--- src/rtl/instr_fetch_pkg.sv ---
// Shared fetch-stage definitions: FSM states, instruction field positions
// and the opcode/func codes used by control and ALU.
package instr_fetch_pkg;

    typedef enum logic [1:0] {
        S_IDLE  = 2'd0,
        S_REQ   = 2'd1,
        S_VALID = 2'd2,
        S_ERR   = 2'd3
    } fetch_state_e;

    // Instruction field bit positions
    localparam int unsigned OP_HI  = 31;
    localparam int unsigned OP_LO  = 26;
    localparam int unsigned RS_HI  = 25;
    localparam int unsigned RS_LO  = 21;
    localparam int unsigned RT_HI  = 20;
    localparam int unsigned RT_LO  = 16;
    localparam int unsigned RD_HI  = 15;
    localparam int unsigned RD_LO  = 11;
    localparam int unsigned SH_HI  = 10;
    localparam int unsigned SH_LO  = 6;
    localparam int unsigned FN_HI  = 5;
    localparam int unsigned FN_LO  = 0;
    localparam int unsigned IMM_HI = 15;
    localparam int unsigned JA_HI  = 25;

    // Opcodes and R-type function codes
    localparam logic [5:0] OP_RTYPE = 6'b000000;
    localparam logic [5:0] OP_J     = 6'b000010;
    localparam logic [5:0] OP_JAL   = 6'b000011;
    localparam logic [5:0] OP_BEQ   = 6'b000100;
    localparam logic [5:0] OP_BNE   = 6'b000101;
    localparam logic [5:0] FN_JR    = 6'b001000;
    localparam logic [5:0] FN_ADD   = 6'b100000;

    // Force an address onto a word boundary
    function automatic logic [31:0] word_align(input logic [31:0] a);
        return {a[31:2], 2'b00};
    endfunction

endpackage

--- src/rtl/instr_fetch.sv ---
// Fetch stage: PC register, single-outstanding imem request FSM, IR latch,
// field split, redirect handling and sticky timeout error.
module instr_fetch
    import instr_fetch_pkg::*;
#(
    parameter logic [31:0] RESET_PC = 32'h0000_0000,
    parameter int unsigned TIMEOUT  = 16,
    parameter int unsigned CNT_W    = 5
) (
    input  logic        clk,
    input  logic        rst_n,
    output logic        imem_req,
    output logic [31:0] imem_addr,
    input  logic        imem_ack,
    input  logic [31:0] imem_rdata,
    input  logic        stall,
    input  logic        redirect_valid,
    input  logic [31:0] redirect_pc,
    output logic        instr_valid,
    output logic [5:0]  OPcode,
    output logic [5:0]  func,
    output logic [4:0]  rs,
    output logic [4:0]  rt,
    output logic [4:0]  rd,
    output logic [4:0]  shamt,
    output logic [15:0] imm,
    output logic [25:0] jaddr,
    output logic [31:0] pc_ir,
    output logic [31:0] pc_plus4,
    output logic        fetch_err
);

    localparam logic [CNT_W-1:0] CNT_LAST = CNT_W'(TIMEOUT - 1);

    fetch_state_e     state, state_d;
    logic [31:0]      pc, pc_d;
    logic [31:0]      ir, ir_d;
    logic [31:0]      pc_ir_d;
    logic [CNT_W-1:0] cnt, cnt_d;
    logic             err_d;

    // Next-state, PC, IR and timeout counter computation
    always_comb begin
        state_d = state;
        pc_d    = pc;
        ir_d    = ir;
        pc_ir_d = pc_ir;
        cnt_d   = cnt;
        err_d   = fetch_err;

        unique case (state)
            S_IDLE: begin
                state_d = S_REQ;
            end
            S_REQ: begin
                if (imem_ack) begin
                    ir_d    = imem_rdata;
                    pc_ir_d = pc;
                    pc_d    = pc + 32'd4;
                    cnt_d   = '0;
                    state_d = S_VALID;
                end else if (cnt == CNT_LAST) begin
                    err_d   = 1'b1;
                    state_d = S_ERR;
                end else begin
                    cnt_d = cnt + CNT_W'(1);
                end
            end
            S_VALID: begin
                if (!stall) state_d = S_REQ;
            end
            S_ERR: begin
                state_d = S_ERR;
            end
            default: state_d = S_IDLE;
        endcase

        // Redirect overrides whatever the state case decided: a same-cycle
        // ack is discarded and a same-cycle timeout is cancelled.
        if (redirect_valid && state != S_ERR) begin
            pc_d    = word_align(redirect_pc);
            ir_d    = ir;
            pc_ir_d = pc_ir;
            cnt_d   = '0;
            err_d   = fetch_err;
            state_d = S_REQ;
        end
    end

    // State and datapath registers with synchronous active-low reset
    always_ff @(posedge clk) begin
        if (!rst_n) begin
            state     <= S_IDLE;
            pc        <= RESET_PC;
            ir        <= '0;
            pc_ir     <= '0;
            cnt       <= '0;
            fetch_err <= 1'b0;
        end else begin
            state     <= state_d;
            pc        <= pc_d;
            ir        <= ir_d;
            pc_ir     <= pc_ir_d;
            cnt       <= cnt_d;
            fetch_err <= err_d;
        end
    end

    assign imem_req    = (state == S_REQ);
    assign imem_addr   = pc;
    assign instr_valid = (state == S_VALID);
    assign pc_plus4    = pc_ir + 32'd4;

    assign OPcode = ir[OP_HI:OP_LO];
    assign rs     = ir[RS_HI:RS_LO];
    assign rt     = ir[RT_HI:RT_LO];
    assign rd     = ir[RD_HI:RD_LO];
    assign shamt  = ir[SH_HI:SH_LO];
    assign func   = ir[FN_HI:FN_LO];
    assign imm    = ir[IMM_HI:0];
    assign jaddr  = ir[JA_HI:0];

endmodule

--- config.mk ---
export PLATFORM = sky130hd
export DESIGN_NAME = instr_fetch
export DESIGN_NICKNAME = d
export VERILOG_FILES = /design/src/rtl/instr_fetch_pkg.sv /design/src/rtl/instr_fetch.sv
export SDC_FILE = /design/constraint.sdc
export NUM_CORES = 1
export LEC_CHECK = 0
export ABC_AREA = 1
export CORE_MARGIN = 1.5
export CORE_UTILIZATION = 44
export CTS_CLUSTER_SIZE = 16
export DETAILED_ROUTE_END_ITERATION = 12
export GPL_TIMING_DRIVEN = 0
export PLACE_DENSITY = 0.82
export RECOVER_POWER = 25
export SYNTH_ARGS = -nofsm -noshare
export SYNTH_HDL_FRONTEND = slang
export SYNTH_SLANG_ARGS = --single-unit
--- constraint.sdc ---
create_clock -name clk -period 2 [get_ports clk]
set_input_delay 0.4 -clock clk [delete_from_list [all_inputs] [get_ports clk]]
set_output_delay 0.4 -clock clk [all_outputs]
set_load 0.01 [all_outputs]
Word-level counts from Yosys, hierarchy flattened
Index checks and enable logic that the tools add are counted.
{ "classes": {"reduce_logical": 12, "bitwise_logic": 3, "eq_ne": 10, "add_sub_neg": 3, "mux": 10} }
{ "op_table": {"columns": ["cell", "count"], "rows": [
  ["$mux W32", 3],
  ["$add A32 B3 Y32 const B", 2],
  ["$mux W5", 2],
  ["$reduce_and A2 Y1", 5],
  ["$pmux W2 S4", 1],
  ["$mux W2", 3],
  ["$ne A2 B2 Y1 const B", 3],
  ["$add A5 B1 Y5 const B", 1],
  ["$eq A5 B4 Y1 const B", 1],
  ["$eq A2 B2 Y1 const B", 2],
  ["$ne A4 B1 Y1 const B", 1],
  ["$reduce_and A4 Y1", 1],
  ["$reduce_bool A2 Y1", 2],
  ["$ne A3 B1 Y1 const B", 1],
  ["$ne A3 B2 Y1 const B", 1],
  ["$not A1 Y1", 3],
  ["$reduce_and A3 Y1", 1],
  ["$eq A2 B1 Y1 const B", 1],
  ["$logic_not A2 Y1", 1],
  ["$reduce_or A2 Y1", 1],
  ["$logic_and A1 B1 Y1", 1],
  ["$mux W1", 1]
]} }
{ "totals": {"word_cells": 46, "reg_bits": 104, "inputBits": 69, "output_inout_bits": 173} }

Longest topological paths before layout
{ "logic_depth": {"depth_word": 5, "depth_mapped": 11} }

Least setup slack after synthesis
Ideal clock, no wire load.
{ "synth_timing": {"path_type": "reg2out", "startpoint": "register pc_ir[3]", "endpoint": "output port pc_plus4[22]", "path_stages_with_launch": 8, "arrival_ns": 1.529, "required_ns": 1.600, "setup_slack_ns": 0.071, "n_path_buf": 0, "path_cell_list": "dfxtp_1 ha_1 nand3_1 nor2_2 nand3_2 nor2_4 nand4_1 xnor2_1"} }
{ "synth_between": {"elab_chain_len": 1} }
{ "synth_rtl": {"columns": ["element", "line", "text"], "rows": [
  ["start: declaration", "instr_fetch.sv:28", "output logic [31:0] pc_ir,"],
  ["start signal: assignment", "instr_fetch.sv:103", "pc_ir <= pc_ir_d;"],
  ["$add A32 B3 Y32", "instr_fetch.sv:112", "assign pc_plus4 = pc_ir + 32'd4;"],
  ["end: declaration", "instr_fetch.sv:29", "output logic [31:0] pc_plus4,"]
]} }
Every way passes these cells.

Final worst setup path
{ "layout_timing": {"startpoint": "register pc_ir[2]", "endpoint": "output port pc_plus4[24]"} }
The elaborated chain is that of the path after synthesis.

==> results.py <==
metrics = {
    "synth": {
        "netlist_instances": 866,
        "synth_ff_type": "dfxtp_1",
        "synth_area_sq_um": 5796,
        "synth.most_common_cell": "nand2_1",
        "synth_top_area_cell": "dfxtp_1",
        "ys_types": 40,
        "synth_area_leaders": "dfxtp_1 (35%), nand2_1 (11%), nor2_1 (9.1%)",
        "yosysTopAreaCellShare_pct": 34.54,
        "syn_avg_cell_area_sq_um": 6.692,
        "yosys_register_bits": 100,
        "ys_warn_count": 0,
        "seq_area_frac_synth_pct": 34.54,
        "async_reset_ff_share_pct": 0,
        "synthTopCellsByCount": "nand2_1 (164), nor2_1 (140), dfxtp_1 (100)",
        "synth-edff-count": 0,
    },
    "timing": {
        "relSlewSlack_pct": 57.34,
        "fin_crit_sh_pct": 122.9,
        "finalClockSkew_ns": 0.007596,
        "setup_viol": 30,
        "drv_slew": 0,
        "setup_slack_ns": -0.4587,
        "hold_viol_final": 0,
        "tightest_slew_ns": 0.6398,
        "finalCriticalPeriod_ns": 2.459,
        "clock.fmax_ghz": 0.4067,
        "rsz0062_at_grt": "true",
    },
    "die": {
        "dieArea_sq_um": 13870,
        "die_width_microns": 117.8,
        "coreArea_sq_um": 12720,
        "pin_count": 242,
        "placementRows": 41,
        "die_h_microns": 117.8,
        "initial_core_util_pct": 45.55,
    },
    "critical_path": {
        "path_delay_family": "simple AND/OR/NAND/NOR gates",
        "arrival_ns": 2.06,
        "path_buf_inv": 2,
        "start_kind": "flip-flop",
        "worstSetupEndpointType": "output pin",
        "crit_slowest_cell": "dfxtp_4",
        "crit_chain": "ha_4 -> nand3_4 -> nor2_4 -> nand3_4 -> nor2_4 -> buf_6 -> nand4_1 -> xnor2_1 -> buf_2",
        "criticalPathCategory": "flip-flop to output pin",
        "required_ns": 1.60,
        "critPathMaxStageDelay_ns": 0.37,
        "cp_max_fo": 3,
    },
    "finish": {
        "layoutNonFillerInstCount": 1339,
        "drive_above_1_share_pct": 21.94,
        "n_antenna_cell": 0,
        "multi_input_area_sq_um": 3304,
        "final_nets": 1235,
        "fill_cells": 984,
        "seq_area_sq_um": 2095,
        "syn_to_final_growth_pct": 62.28,
        "utilization_pct": 73.93,
        "stdcell_area_sq_um": 9405,
    },
    "worst_hold_path": {
        "worst_hold_path_type": "flip-flop to flip-flop",
    },
    "routing": {
        "drc": 0,
        "ant_nets": 0,
        "drt-wirelength-per-cell_microns": 18.02,
        "drt-total-wl_microns": 24130,
        "vias": 7207,
        "dr.pass1.iters": 7,
        "detail_route.iter0.violations": 748,
        "vias_per_cell": 5.382,
    },
    "grt": {
        "grtUsageMet1_pct": 39.99,
        "grtUsageMet2_pct": 56.25,
        "grt.busiest_layer": "met2",
        "grt_pass1_vias": 6717,
        "use_met3_pct": 5.039,
        "overflow": 0,
        "grt_first_pass_wirelength_microns": 35900,
        "grt_max_degree": 17,
        "grt_util_all_layers_pct": 32.56,
        "antenna_found_initial": 0,
    },
    "clock_network": {
        "cts_num_sinks": 100,
        "cts_buffers": 9,
        "cts_tree": "done",
        "h-tree-depth": 3,
        "clkLatencyLatePin_ns": 0.36,
        "path_clk_slew_ns": 0.07,
        "clockBufferDepth": 2,
        "cts_root_buf": "clkbuf_16",
    },
    "power": {
        "leakagePower_nw": 4.111,
        "irDropWorstVdd_v": 0.0004124,
        "pwr_density_cell_nw_per_um2": 565.2,
    },
    "run": {
        "drv_cap": 0,
    },
    "placed_design": {
        "placedInstanceArea_sq_um": 8362,
        "dp_hpwl_microns": 16680,
        "dp.cells": 1276,
        "routabilityCongestion": 0.9536,
        "place_ws_ns": -0.6433,
        "io_buffers": 233,
    },
    "run_status": {
        "status": "finished, violations left",
        "violations": "setup timing",
    },
}
per-stage QoR:
stage | total power [mW] | hold WS (ns) | setup TNS, ns
detailed placement | 3.433 | 0.4528 | -14.23
global route | 5.503 | 0.4913 | -9.009
CTS | 5.269 | 0.4699 | -4.200
global placement | 3.415 | 0.4497 | -11.77
floorplan | 2.766 | 0.4450 | 0
finish | 5.316 | 0.4604 | -6.772
cells in the final DEF, fill, tap and decap left out, drive strengths merged, types with 2 or more instances in the layout:
cell type	netlist	layout
o21ai	83	83
xnor2	12	12
inv	79	79
o211ai	6	6
nand2	168	168
dlygate4sd2	0	3
dfxtp	100	100
nand4	18	18
nor2	155	155
clkinv	0	3
a21oi	46	46
a221oi	2	2
conb	1	6
xor2	15	15
clkbuf	17	34
nand3	62	62
nor3	14	14
a31oi	5	5
clkdlybuf4s50	0	168
dlygate4sd3	0	35
buf	66	134
or2	2	2
ha	4	4
nor4	3	3
a311oi	2	2
path summary, 6_finish.rpt:
kind | end | slack [ns] | cells after the start | from
worst max-delay path | pc_plus4[24] | -0.46 | 9 | pc_ir[2]
worst min-delay path | fetch_err | 0.46 | 1 | fetch_err
worst max register to register | imem_addr[28] | 0.16 | 10 | imem_addr[2]
worst min register to register | fetch_err | 0.46 | 1 | fetch_err
flip-flops by register name, indices dropped and copies added (netlist names):
| name | count |
|---|---|
| cnt | 5 |
| state | 2 |
| ir | 32 |
| pc_ir | 30 |
| fetch_err | 1 |
| imem_addr | 30 |
layout make-up:
| type | count | share of cell area (%) |
|---|---|---|
| Timing Repair Buffer | 280 | 28.02 |
| Inverter | 79 | 3.153 |
| Clock inverter | 5 | 0.6386 |
| Multi-Input combinational cell | 609 | 35.13 |
| Clock buffer | 11 | 2.687 |
| Tap cell | 172 | 2.288 |
| Sequential cell | 100 | 22.27 |
| Buffer | 83 | 5.813 |
layer usage:
layer,part of all wire [%],vias to the layer above
met5,0,-
met4,4.4,0
met3,8.3,87
li1,-,3360
met2,48,410
met1,39,3350
kinds of logic (layout without fill, tap and decap cells):
family          count (synthesis)  in the layout  synth area share [%]
other cells                     1              6               0.06470
compound gates                148            148                 13.58
fa+ha+maj                       4              4                0.8636
simple gates                  424            424                 32.25
xor+xnor                       27             27                 4.080
flops                         100            100                 34.54
buf+inv                       162            458                 14.62
worst register-to-register path, stage by stage (launching register included):
cell and delay [ns]:
dfxtp_1 0.43, ha_1 0.20, nand2_1 0.13, nor2_4 0.21, nand2_2 0.15, nor2_2 0.21
nand2_1 0.08, nand2_1 0.07, nand3_1 0.08, nand2_1 0.08, a21oi_1 0.05
power by group:
group / total, mW / internal, mW / switching [mW]
logic: 1.18 / 0.613 / 0.563
registers: 2.26 / 2.09 / 0.170
clock network: 1.88 / 1.04 / 0.837
timing repair:
item,4_1_cts,5_1_grt
setup endpoints to repair,28,35
hold buffers,0,0
pin swaps,27,22
gates resized for setup,209,42
buffers inserted,33,17
Note: power is estimated with default switching activity, not from simulation.
